### src/rtl/clock_gen_bank.sv
// clock_gen_bank: multi-channel clock-enable generator.
// Each channel produces a registered one-cycle tick strobe every D enabled
// cycles and a square wave that toggles on each tick. Divisors are written
// into a shadow register and reach the active register only at the channel's
// terminal count or on restart, so no period is ever cut short.
// Optional feature macro: CLKGEN_CASCADE_EN (channel i>0 counts the ticks of
// channel i-1 instead of clk cycles).
module clock_gen_bank #(
  parameter int NUM_CH = 3,
  parameter int DIV_W  = 27,
  parameter logic [NUM_CH*DIV_W-1:0] DIV_RST =
    {27'd25_000_000, 27'd50_000_000, 27'd100_000}
) (
  input  logic              clk,
  input  logic              rst,
  input  logic              run,
  input  logic              restart,
  input  logic              wr_en,
  input  logic [2:0]        wr_ch,
  input  logic [DIV_W-1:0]  wr_div,
  output logic              wr_ack,
  output logic [NUM_CH-1:0] tick_o,
  output logic [NUM_CH-1:0] sq_o
);

  localparam logic [DIV_W-1:0] ZERO     = {DIV_W{1'b0}};
  localparam logic [DIV_W-1:0] ONE      = {{(DIV_W-1){1'b0}}, 1'b1};
  localparam logic [3:0]       NUM_CH_L = 4'(NUM_CH);

  logic wr_valid_s;

  // A write is accepted only when it targets an existing channel.
  always_comb begin
    wr_valid_s = 1'b0;
    if (wr_en && ({1'b0, wr_ch} < NUM_CH_L)) begin
      wr_valid_s = 1'b1;
    end else begin
      wr_valid_s = 1'b0;
    end
  end

  // Acknowledge pulse, one cycle after each accepted write.
  always_ff @(posedge clk or posedge rst) begin
    if (rst) begin
      wr_ack <= 1'b0;
    end else begin
      wr_ack <= wr_valid_s;
    end
  end

  for (genvar i = 0; i < NUM_CH; i++) begin : g_ch
    logic [DIV_W-1:0] shadow_r;
    logic [DIV_W-1:0] active_r;
    logic [DIV_W-1:0] cnt_r;
    logic             tick_r;
    logic             sq_r;
    logic             en_s;
    logic             wr_hit_s;
    logic             term_s;
    logic [DIV_W-1:0] reload_s;

`ifdef CLKGEN_CASCADE_EN
    if (i == 0) begin : g_root
      assign en_s = run;
    end else begin : g_casc
      // Downstream channels advance once per upstream tick.
      assign en_s = run & tick_o[i-1];
    end
`else
    assign en_s = run;
`endif

    // Terminal-count detection and selection of the divisor to reload.
    always_comb begin
      wr_hit_s = 1'b0;
      term_s   = 1'b0;
      reload_s = shadow_r;
      if (wr_valid_s && (wr_ch == 3'(i))) begin
        wr_hit_s = 1'b1;
        reload_s = wr_div;
      end else begin
        wr_hit_s = 1'b0;
        reload_s = shadow_r;
      end
      if (en_s && (active_r != ZERO) && (cnt_r == (active_r - ONE))) begin
        term_s = 1'b1;
      end else begin
        term_s = 1'b0;
      end
    end

    // Shadow/active divisors, counter, tick strobe and square wave.
    always_ff @(posedge clk or posedge rst) begin
      if (rst) begin
        shadow_r <= DIV_RST[i*DIV_W +: DIV_W];
        active_r <= DIV_RST[i*DIV_W +: DIV_W];
        cnt_r    <= ZERO;
        tick_r   <= 1'b0;
        sq_r     <= 1'b0;
      end else begin
        if (wr_hit_s) begin
          shadow_r <= wr_div;
        end
        if (restart) begin
          cnt_r    <= ZERO;
          sq_r     <= 1'b0;
          active_r <= reload_s;
          tick_r   <= 1'b0;
        end else if (term_s) begin
          cnt_r    <= ZERO;
          sq_r     <= ~sq_r;
          active_r <= reload_s;
          tick_r   <= 1'b1;
        end else if (en_s && (active_r != ZERO)) begin
          cnt_r    <= cnt_r + ONE;
          tick_r   <= 1'b0;
        end else begin
          tick_r   <= 1'b0;
        end
      end
    end

    assign tick_o[i] = tick_r;
    assign sq_o[i]   = sq_r;
  end

endmodule

### config.mk
export PLATFORM = sky130hd
export DESIGN_NAME = clock_gen_bank
export DESIGN_NICKNAME = d
export VERILOG_FILES = /design/src/rtl/clock_gen_bank.sv
export SDC_FILE = /design/constraint.sdc
export NUM_CORES = 1
export LEC_CHECK = 0
export ABC_AREA = 1
export BUFFER_PORTS_ARGS = -buffer_cell sky130_fd_sc_hd__buf_4
export CAP_MARGIN = 20
export CORE_MARGIN = 1.5
export CORE_UTILIZATION = 45
export DETAILED_ROUTE_END_ITERATION = 10
export GPL_TIMING_DRIVEN = 0
export PLACE_DENSITY = 0.58
export SYNTH_ARGS = -nofsm -noshare
export SYNTH_HDL_FRONTEND = slang
export SYNTH_SLANG_ARGS = --single-unit
export TNS_END_PERCENT = 100
### constraint.sdc
create_clock -name clk -period 15.9 [get_ports clk]
set_clock_uncertainty 0.15 [all_clocks]
set_input_delay 1.59 -clock clk [delete_from_list [all_inputs] [get_ports clk]]
set_output_delay 1.59 -clock clk [all_outputs]
set_load 0.05 [all_outputs]
==> out/qor.yml <==
floorplan:
  die_height_um: 184.8
  start_util_pct: 45.72
  ios: 42
  rows: 66
  die-width_um: 184.8
  die_area_sq_um: 34150
  core_sq_um: 32540
sta:
  whs_ns: 0.3549
  rsz0062_at_grt: "no"
  period_share_pct: 24.00
  maxSlewViolCount: 0
  slew_headroom_pct: 40.14
  setup_viol: 0
  fin_setup_tns_ns: 0
  fin_crit_ns: 3.816
  finalHoldViolCount: 0
  max_freq_mhz: 262.1
  worst_pin_slew_ns: 0.8978
clocking:
  cts_sinks: 250
  cts_buffers: 29
  cts_tree: "yes"
  postCtsHoldBufs: 0
  path_clk_slew_ns: 0.06
  post_cts_buffers: 0
  cts-root-buf: "clkbuf_16"
  ctsResizeCount: 0
  cts.htree.levels: 1
  clock_path_buffers: 3
  clk_latency_ns: 0.58
synth:
  netlist_instances: 2071
  synth.ff_latch_count: 250
  synth_edf_count: 0
  yosysMostFrequentCell: "nand2_1"
  synth_top_area_share_pct: 31.97
  synth_area_leaders: "dfrtp_1, nand2_1, dfstp_2"
  ys_seq_area_share_pct: 42.56
  synth.distinct_cells: 41
  netlist_area_sq_um: 14870
  synth_common_cells: "nand2_1, nor2_1, inv_1"
  avgSynthCellArea_sq_um: 7.182
  ys_warn_count: 0
  synth_top_area_cell: "dfrtp_1"
  yosys_most_used_dff: "dfrtp_1"
  synthArstFlopShare_pct: 100.0
  synth_fp_nets: 2115
pwr:
  power.total_mw: 2.035
  irDropWorstVdd_uv: 107.6
  power.density_nw_per_um2: 120.6
  leakage_nw: 8.456
grt:
  grt_util_met3_pct: 4.208
  gr-max-usage-layer: "met2"
  use_met2_pct: 41.11
  use_met1_pct: 38.06
  grt_pass1_wl_mm: 69.03
  antenna_found_initial: 0
  grt_pass1_vias: 12370
  grt-ovfl-total: 0
  grt_max_degree: 122
  grt_usage_pct: 26.19
place:
  hpwl_mm: 33.28
  dp.cells: 2554
  portBuffers: 39
  place_congestion: 0.8814
job:
  max_cap_violations: 0
critical_path:
  crit_path_end_kind: "flop"
  ff2ff_path_depth: 14
  cp-start-kind: "input pin"
  arrival_ns: 4.10
  worstPathRequired_ns: 16.19
  path_max_fanout: 10
  critPathKind: "input pin to flop"
worst_hold_path:
  hold_depth: 2
  min_path_type: "flop to flop"
route:
  first_iter_violations: 940
  ant_nets: 0
  firstDrtPassIters: 6
  wl_mm: 43.41
  vias_per_cell: 5.039
  dr_total_vias: 13140
  wl_per_cell_um: 16.64
  drc: 0
final_layout:
  regArea_sq_um: 6331
  areaGrowthSynthToFinish_pct: 13.42
  multi_input_area_sq_um: 7390
  final_cell_count_no_fill: 2608
  diodes: 0
  num-fill-cells: 3245
  final_core_util_pct: 51.85
  num-nets-final: 2187
  drive_gt1_share_pct: 10.85
status:
  status: "finished, final reports clean"
==> kinds of logic (layout without fill, tap and decap cells) <==
logic type | count (synthesis) | count (layout) | synth area share (%)
multiplexers | 2 | 2 | 0.1346
flip-flops | 250 | 250 | 42.56
AND/OR/NAND/NOR | 1262 | 1262 | 35.95
buffers and inverters | 279 | 374 | 7.756
adder cells (fa/ha/maj) | 9 | 9 | 0.7571
XOR/XNOR | 141 | 141 | 8.302
AO/OA/AOI/OAI | 128 | 128 | 4.534
==> state kept, by name, indices dropped and copies added (netlist names) <==
name and count:
g_ch.active_r 81, g_ch.tick_r 3, wr_ack 1, g_ch.shadow_r 81, g_ch.cnt_r 81, g_ch.sq_r 3
==> placed cells by master, fill, tap and decap left out, drive strengths merged <==
| cell | synthesis | final |
|---|---|---|
| and2 | 4 | 4 |
| o21a | 2 | 2 |
| clkinvlp | 0 | 4 |
| inv | 216 | 217 |
| nand3b | 16 | 16 |
| a21oi | 3 | 3 |
| and3 | 1 | 1 |
| mux2i | 2 | 2 |
| nor2 | 339 | 339 |
| or3 | 1 | 1 |
| nand4 | 52 | 52 |
| a21boi | 2 | 2 |
| buf | 38 | 79 |
| o22ai | 2 | 2 |
| or2 | 2 | 2 |
| a21o | 1 | 1 |
| o21bai | 6 | 6 |
| dfstp | 60 | 60 |
| nand2 | 660 | 660 |
| o21ai | 111 | 111 |
| xnor2 | 41 | 41 |
| a31o | 1 | 1 |
| dfrtp | 190 | 190 |
| clkinv | 2 | 9 |
| nand3 | 174 | 174 |
| clkbuf | 23 | 58 |
| nor4 | 2 | 2 |
| xor2 | 100 | 100 |
| bufinv | 0 | 7 |
| ha | 9 | 9 |
| nor3 | 11 | 11 |
==> power breakdown <==
group          switching [mW]  leakage, nW  internal (mW)
combinational           0.310         4.79          0.155
sequential             0.0814         3.14          0.734
clock                   0.287        0.525          0.468
total                   0.678         8.46           1.36
==> worst paths after layout <==
path                            slack (ns)                    to                 start
worst min-delay path                  0.35  g_ch[0].shadow_r[14]  g_ch[0].shadow_r[14]
worst max-delay path                 12.08      g_ch[2].cnt_r[9]                   run
max in group asynchronous            13.45  g_ch[2].active_r[22]                   rst
worst max register to register       12.94      g_ch[2].cnt_r[9]   g_ch[2].active_r[0]
min in group asynchronous             0.88  g_ch[1].shadow_r[18]                   rst
worst min register to register        0.35  g_ch[0].shadow_r[14]  g_ch[0].shadow_r[14]
==> layer usage <==
metal	vias up	wire (um)
met1	6216	21160
li1	6616	-
met3	49	2179
met4	0	843
met2	261	19230
met5	-	0
==> metrics by stage <==
stage                     worst slack, ns  area, sq um
after floorplan                     7.388        14870
after global placement              4.412        15720
after detailed placement            11.50        15780
after CTS                           12.09        16870
after global routing                11.87        16870
final                               12.08        16870
==> worst max-delay path, cell delays in order <==
cell	delay, ns
clkbuf_1	0.65
inv_1	0.26
nor2_2	0.41
nand2_1	0.11
nor2_1	0.14
nand3_1	0.08
nor2_1	0.08
nand2_1	0.14
nand2_2	0.20
buf_2	0.32
nor2_1	0.09
==> cell type report <==
cell class	count	share of cell area [%]
Buffer	61	1.988
Clock inverter	19	1.773
Sequential cell	250	37.53
Multi-Input combinational cell	1542	43.80
Tap cell	442	3.278
Inverter	218	4.895
Timing Repair Buffer	41	2.062
Clock buffer	35	4.673
No activity file was read; power rests on OpenSTA's default activity.
